`src/rtl/smart_cargo_uc_insercao.sv`:
```
// Control unit that inserts one transport request (origin, destination) into the
// elevator queue RAM, scanning for ride-along slots and tracking queue occupancy.
module smart_cargo_uc_insercao #(
    parameter int PROF_FILA   = 16,
    parameter int ADDR_W      = 4,
    parameter int TIMEOUT_GNT = 1000
) (
    input  logic              clock,
    input  logic              reset,
    input  logic              bordaNovoDestino,
    input  logic              gnt_fila,
    input  logic              shift_fila,
    input  logic              ramSecDifZero,
    input  logic              carona_origem,
    input  logic              carona_destino,
    input  logic              andarRepetidoOrigem,
    input  logic              andarRepetidoDestino,
    output logic              req_fila,
    output logic              enableRegDestino,
    output logic              select1,
    output logic              select3,
    output logic              zeraAddrSecundario,
    output logic              contaAddrSecundario,
    output logic              enableRegCaronaOrigem,
    output logic              fit,
    output logic              enableRAM,
    output logic              guarda_origem_ram,
    output logic              pronto,
    output logic              erro_fila_cheia,
    output logic              pedido_descartado,
    output logic [ADDR_W:0]   ocupacao,
    output logic [3:0]        db_estado
);

    localparam int TW = $clog2(TIMEOUT_GNT + 1);

    typedef enum logic [2:0] {
        OCIOSO         = 3'd0,
        SOLICITA       = 3'd1,
        BUSCA_ORIGEM   = 3'd2,
        INSERE_ORIGEM  = 3'd3,
        BUSCA_DESTINO  = 3'd4,
        INSERE_DESTINO = 3'd5,
        FIM            = 3'd6,
        ERRO           = 3'd7
    } estado_t;

    estado_t           estado_q, estado_d;
    logic [ADDR_W-1:0] addr_q, addr_d;
    logic [ADDR_W:0]   ocup_q, ocup_d;
    logic [TW-1:0]     cnt_q, cnt_d;
    logic              cabe, ultimo, dec;

    // Origin + destination need two free entries; reject before touching the RAM.
    assign cabe   = (ocup_q <= (ADDR_W+1)'(PROF_FILA - 2));
    assign ultimo = (addr_q == ADDR_W'(PROF_FILA - 1));
    assign dec    = shift_fila && (ocup_q != '0);

    always_ff @(posedge clock) begin
        if (reset) begin
            estado_q <= OCIOSO;
            addr_q   <= '0;
            ocup_q   <= '0;
            cnt_q    <= '0;
        end else begin
            estado_q <= estado_d;
            addr_q   <= addr_d;
            ocup_q   <= ocup_d;
            cnt_q    <= cnt_d;
        end
    end

    always_comb begin
        estado_d              = estado_q;
        cnt_d                 = '0;
        req_fila              = 1'b0;
        enableRegDestino      = 1'b0;
        select1               = 1'b0;
        select3               = 1'b0;
        zeraAddrSecundario    = 1'b0;
        contaAddrSecundario   = 1'b0;
        enableRegCaronaOrigem = 1'b0;
        fit                   = 1'b0;
        enableRAM             = 1'b0;
        guarda_origem_ram     = 1'b0;
        pronto                = 1'b0;
        erro_fila_cheia       = 1'b0;
        pedido_descartado     = 1'b0;

        case (estado_q)
            OCIOSO: begin
                if (bordaNovoDestino) begin
                    enableRegDestino = 1'b1;
                    estado_d         = SOLICITA;
                end
            end
            SOLICITA: begin
                req_fila = 1'b1;
                cnt_d    = cnt_q + 1'b1;
                if (gnt_fila) begin
                    if (cabe) begin
                        zeraAddrSecundario = 1'b1;
                        estado_d           = BUSCA_ORIGEM;
                    end else begin
                        estado_d = ERRO;
                    end
                end else if (cnt_q == TW'(TIMEOUT_GNT - 1)) begin
                    estado_d = ERRO;
                end
            end
            BUSCA_ORIGEM: begin
                req_fila = 1'b1;
                select1  = 1'b1;
                select3  = (addr_q == '0);
                if (andarRepetidoOrigem) begin
                    enableRegCaronaOrigem = 1'b1;
                    contaAddrSecundario   = 1'b1;
                    estado_d              = BUSCA_DESTINO;
                end else if (carona_origem || !ramSecDifZero) begin
                    estado_d = INSERE_ORIGEM;
                end else if (ultimo) begin
                    estado_d = ERRO;
                end else begin
                    contaAddrSecundario = 1'b1;
                end
            end
            INSERE_ORIGEM: begin
                req_fila              = 1'b1;
                fit                   = 1'b1;
                enableRAM             = 1'b1;
                guarda_origem_ram     = 1'b1;
                enableRegCaronaOrigem = 1'b1;
                contaAddrSecundario   = 1'b1;
                estado_d              = BUSCA_DESTINO;
            end
            BUSCA_DESTINO: begin
                req_fila = 1'b1;
                select3  = (addr_q == '0);
                if (andarRepetidoDestino) begin
                    estado_d = FIM;
                end else if (carona_destino || !ramSecDifZero) begin
                    estado_d = INSERE_DESTINO;
                end else if (ultimo) begin
                    estado_d = ERRO;
                end else begin
                    contaAddrSecundario = 1'b1;
                end
            end
            INSERE_DESTINO: begin
                req_fila  = 1'b1;
                fit       = 1'b1;
                enableRAM = 1'b1;
                estado_d  = FIM;
            end
            FIM: begin
                pronto   = 1'b1;
                estado_d = OCIOSO;
            end
            ERRO: begin
                erro_fila_cheia = 1'b1;
                estado_d        = OCIOSO;
            end
            default: estado_d = OCIOSO;
        endcase

        pedido_descartado = bordaNovoDestino && (estado_q != OCIOSO);

        // Reset wins over everything: no strobe may reach the datapath that cycle.
        if (reset) begin
            req_fila              = 1'b0;
            enableRegDestino      = 1'b0;
            select1               = 1'b0;
            select3               = 1'b0;
            zeraAddrSecundario    = 1'b0;
            contaAddrSecundario   = 1'b0;
            enableRegCaronaOrigem = 1'b0;
            fit                   = 1'b0;
            enableRAM             = 1'b0;
            guarda_origem_ram     = 1'b0;
            pronto                = 1'b0;
            erro_fila_cheia       = 1'b0;
            pedido_descartado     = 1'b0;
        end

        addr_d = addr_q;
        if (zeraAddrSecundario)       addr_d = '0;
        else if (contaAddrSecundario) addr_d = addr_q + 1'b1;

        // Insert and pop in the same cycle cancel out.
        ocup_d = ocup_q;
        if (enableRAM && !dec) begin
            if (ocup_q != (ADDR_W+1)'(PROF_FILA)) ocup_d = ocup_q + 1'b1;
        end else if (!enableRAM && dec) begin
            ocup_d = ocup_q - 1'b1;
        end
    end

    assign ocupacao  = ocup_q;
    assign db_estado = {1'b0, estado_q};

endmodule

```
`config.mk`:
```
export PLATFORM = sky130hd
export DESIGN_NAME = smart_cargo_uc_insercao
export DESIGN_NICKNAME = d
export VERILOG_FILES = /design/src/rtl/smart_cargo_uc_insercao.sv
export SDC_FILE = /design/constraint.sdc
export NUM_CORES = 1
export LEC_CHECK = 0
export ABC_CLOCK_PERIOD_IN_PS = 2500
export CORE_ASPECT_RATIO = 0.5
export CORE_UTILIZATION = 45
export CTS_CLUSTER_DIAMETER = 30
export DETAILED_ROUTE_END_ITERATION = 10
export GPL_ROUTABILITY_DRIVEN = 0
export GPL_TIMING_DRIVEN = 0
export MAX_ROUTING_LAYER = met4
export PLACE_DENSITY_LB_ADDON = 0.1
export SETUP_SLACK_MARGIN = 0.02
export SLEW_MARGIN = 20
export SYNTH_ARGS = -nofsm -noshare
export SYNTH_HDL_FRONTEND = slang
export SYNTH_SLANG_ARGS = --single-unit
```
`constraint.sdc`:
```
create_clock -name clock -period 2.5 [get_ports clock]
set_clock_uncertainty 0.2 [all_clocks]
set_input_delay 0.5 -clock clock [delete_from_list [all_inputs] [get_ports clock]]
set_output_delay 0.5 -clock clock [all_outputs]
set_load 0.005 [all_outputs]
```
Yosys cells after proc, flatten, opt, wreduce, memory -nomap -nowiden
Cells that the tools add are included.
{"block": "classes", "addsub": 4, "magnitude_cmp": 1, "n_eq_ne": 13, "muxes": 45, "bitwise_logic": 1, "reduce_logical": 22}
{"operator": "$mux 1", "n": 30}
{"operator": "$mux 3", "n": 9}
{"operator": "$pmux 3 s7", "n": 1}
{"operator": "$mux 5", "n": 3}
{"operator": "$eq 3x3->1 const B", "n": 4}
{"operator": "$add 10x1->10 const B", "n": 1}
{"operator": "$eq 10x10->1 const B", "n": 1}
{"operator": "$reduce_or 2->1", "n": 5}
{"operator": "$eq 3x2->1 const B", "n": 2}
{"operator": "$add 5x1->5 const B", "n": 1}
{"operator": "$le 5x4->1 const B", "n": 1}
{"operator": "$ne 5x5->1 const B", "n": 1}
{"operator": "$reduce_bool 5->1", "n": 1}
{"operator": "$reduce_or 5->1", "n": 1}
{"operator": "$sub 5x1->5 const B", "n": 1}
{"operator": "$add 4x1->4 const B", "n": 1}
{"operator": "$eq 4x4->1 const B", "n": 1}
{"operator": "$logic_and 1x1->1", "n": 4}
{"operator": "$logic_not 4->1", "n": 1}
{"operator": "$reduce_and 2->1", "n": 2}
{"operator": "$eq 3x1->1 const B", "n": 1}
{"operator": "$logic_not 1->1", "n": 3}
{"operator": "$logic_not 3->1", "n": 1}
{"operator": "$ne 3x3->1 const B", "n": 1}
{"operator": "other kinds (8)", "n": 9}
{"block": "word_totals", "ff_bits": 22, "output_inout_bits": 22}

Depth between registers and ports, before layout
{"block": "depth", "ltp_word": 8, "ltp_mapped": 10, "depth_no_buf": 9}

Worst setup path before layout
No wires, ideal clock.
{"block": "synth_timing", "path_type": "reg2reg", "startpoint": "register estado_q[0]", "endpoint": "register ocup_q[4], in the netlist ocupacao[4]", "setup_time_ps": 121, "t_arrival_ps": 2219, "path_slack_ps": -40, "stages_incl_launch_ff": 10, "period_less_slack_ps": 2540, "path_cell_list": "dfxtp_1 > clkbuf_1 > nor2b_1 > nand4_2 > ha_1 > nor2b_1 > o21ai_0 > and3_4 > o21ai_2 > mux2_4"}
{"block": "synth_via", "elab_chain_len": 8}
{"item": "from (decl)", "line_no": "48", "source": "estado_t estado_q, estado_d;"}
{"item": "from (signal assigned)", "line_no": "66", "source": "estado_q <= estado_d;"}
{"item": "$eq 3x3->1 / $eq 3x2->1 (equally long branches)", "line_no": "90", "source": "case (estado_q)"}
{"item": "$reduce_or 2->1 (no source line) *"}
{"item": "$mux 1 *", "line_no": "90"}
{"item": "$mux 1 *", "line_no": "169", "source": "if (reset) begin"}
{"item": "$logic_not 1->1", "line_no": "193", "source": "end else if (!enableRAM && dec) begin"}
{"item": "$logic_and 1x1->1", "line_no": "193"}
{"item": "$reduce_bool 2->1 (no source line)"}
{"item": "$reduce_and 2->1 (no source line)"}
{"item": "to (signal assigned)", "line_no": "68", "source": "ocup_q <= ocup_d;"}
{"item": "to (decl)", "line_no": "50", "source": "logic [ADDR_W:0] ocup_q, ocup_d;"}
Every way passes the cells marked *; elsewhere a longest branch is shown, timed or not.
A chain may end at the register's enable or synchronous reset.

Worst setup path after layout
{"block": "layout_timing", "startpoint": "register ocup_q[3], in the netlist ocupacao[3]", "endpoint": "register ocup_q[4], in the netlist ocupacao[4]"}
{"block": "layout_via", "elab_chain_len": 6}
{"item": "branches (longest 6 deep; another with $sub 5x1->5)"}
Parallel ways; which one is timed is not known. The select of a mux whose other input is x is not followed.

==> flow_summary.toml <==
[critical_path]
end_kind = "register"
worst_path_max_delay_cell = "o41ai_4"
critical-path-max-stage-delay_ns = 0.47
crit_type = "register to register"
required_ns = 2.46
crit_arrival_ns = 2.45
cp_max_fo = 4
critPathMostFrequentCell = "o21ai_2"
r2r-start = "ocupacao[3]"
worstPathCellList = "o41ai_4 > nand4_4 > ha_4 > nor2b_4 > o21ai_2 > and3_4 > o21ai_2 > mux2_4"
crit_start = "ocupacao[3]"
start_kind = "register"

[grt]
grt_pass1_vias = 1332
grt_antenna_before_repair = 0
track_usage_pct = 25.1
grt_max_degree = 14
grt_overflow = 0
grt_pass1_wl_mm = 6.30

[cts]
cts_buffers = 3
clockBufferDepth = 2
path_clk_slew_ns = 0.09
clock_latency_ns = 0.27
htree_levels = 1
cts.sinks = 22
cts_tree = "done"
root_buffer = "clkbuf_8"

[detailed_routing]
drc = 0
vias = 1573
dr.pass1.iters = 4
routedWlPerCell_microns = 17.0
postRouteAntennaNets = 0
drt_iter0_markers = 130
drt_wl_total_mm = 4.61
vias_per_cell = 5.80

[synth]
synth_top_area_share_pct = 31.4
synth_edf_count = 0
synth_top_cell_by_area = "dfxtp_1"
synthesis.area_sq_um = 1400
yosysWarnings = 0
syn_inst = 172
ys_ff_latch = 22
yosys-top-cells-area = "dfxtp_1, nor2_1, ha_1"
ys_seq_area_share_pct = 31.4
syn_nets = 190
synth.avg_cell_area_sq_um = 8.15
async_reset_ff_share_pct = 0
synth.distinct_cells = 46
synth_ff_type = "dfxtp_1"

[layout]
nFillCells = 165
area_growth_pct = 60.7
drive_gt1_share_pct = 35.5
finalNonFillerCells = 271
multi_input_area_sq_um = 1060
register_area_sq_um = 460
fin_nets = 253
fin_util_pct = 81.5
final_common_cell = "buf_4"
insertedDiodeCount = 0
layout_common_cells = "buf_4, nor2_1, clkdlybuf4s50_1"

[place]
preCtsSetupSlack_ns = -0.475
io_buffers = 30
dpl.cell_count = 239
dp_hpwl_mm = 2.43

[hold_path]
worstHoldStart = "cnt_q[0]"
min_path_type = "register to register"

[die]
ios = 32
dieArea_sq_um = 3360
row_count = 13
die_x_microns = 81.0
core_sq_um = 2770
die_h_microns = 41.5
initial_core_util_pct = 50.7

[timing]
finalCritPeriodShare_pct = 99.6
layout_setup_ws_ns = 0.0109
slew_viol_final = 0
rsz0062_at_grt = "yes"
setup_viol = 0
hold_viol_final = 0
whs_ns = 0.256
max_freq_ghz = 0.402
period_minus_slack_ns = 2.49

[power_and_ir_drop]
p_leak_nw = 0.937
powerDensity_nw_per_um2 = 734
p_total_mw = 1.65
peakVddDrop_mv = 0.707

[outcome]
status = "finished clean"

[run]
cap_violations = 0
## final timing paths
check           endpoint  slack (ns)  cells after the start
max reg2reg  ocupacao[4]        0.01                      8
max          ocupacao[4]        0.01                      8
min             cnt_q[0]        0.26                      1
min reg2reg     cnt_q[0]        0.26                      1
## through the flow
stage | setup TNS, ns | cell area, sq um
final | 0 | 2250
after detailed placement | -5.04 | 1750
after floorplan | 0 | 1410
after CTS | -0.0422 | 2080
after global placement | -4.79 | 1750
after global routing | -0.117 | 2250
## sequential cells by signal, indices dropped and copies added, names as in the netlist
signal	count
estado_q	3
addr_q	4
ocupacao	5
cnt_q	10
## cell families (layout without fill, tap and decap cells)
kind of cell             count (synthesis)  after routing  synth area share (%)
other                                    1              1                 0.267
XOR/XNOR                                12             12                  8.03
AND/OR/NAND/NOR                         78             78                  28.8
adder cells (fa/ha/maj)                  8              8                  7.67
AO/OA/AOI/OAI                           30             30                  15.0
multiplexers                             4              4                  3.21
flip-flops                              22             22                  31.4
buffers and inverters                   17             79                  5.62
## power by group
group | leakage (nW) | switching [mW] | internal, mW
clock | 0.0357 | 0.126 | 0.214
sequential | 0.183 | 0.0931 | 0.408
combinational | 0.718 | 0.370 | 0.444
total | 0.937 | 0.588 | 1.07
## cell usage after synthesis, types with 2 or more instances
library cell,instances
o21ai_1,2
o21ai_0,7
xor2_1,4
ha_1,7
nor4_1,3
mux2i_1,3
a21oi_1,8
and3_1,4
nor2_1,27
buf_4,3
dfxtp_1,22
o21ai_2,2
buf_2,3
nor3_1,8
or3_1,2
nand3_1,7
nor3b_1,2
nand2_1,8
nor2b_1,3
nand2b_1,4
nand4_1,3
xnor2_1,7
a21o_1,3
inv_1,8
## timing repair
item / 4_1_cts / 5_1_grt
pin swaps: 7 / 10
resized for setup: 46 / 26
setup endpoints to repair: 14 / 5
hold buffers: 0 / 0
setup buffers: 19 / 10
## layout make-up
type / count / share of cell area (%)
Multi-Input combinational cell: 133 / 47.1
Timing Repair Buffer: 59 / 22.9
Sequential cell: 22 / 20.4
Buffer: 7 / 2.83
Tap cell: 37 / 2.05
Clock buffer: 3 / 1.83
Inverter: 9 / 1.50
Clock inverter: 1 / 1.33
## routing by layer
metal / share of wire [%] / up-vias / track usage, %
met5: 0 / - / -
met4: 2.2 / 0 / 5.36
met3: 6.6 / 14 / 5.93
met2: 49 / 66 / 43.4
met1: 43 / 772 / 29.7
li1: - / 721 / -
## critical path: cells and delay by family, from the launching register on
family	cells	cell delay (ns)
flip-flops	1	0.37
AO/OA/AOI/OAI	3	0.71
multiplexers	1	0.31
adder cells (fa/ha/maj)	1	0.31
AND/OR/NAND/NOR	3	0.48
Note: power is estimated with default switching activity, not from simulation.
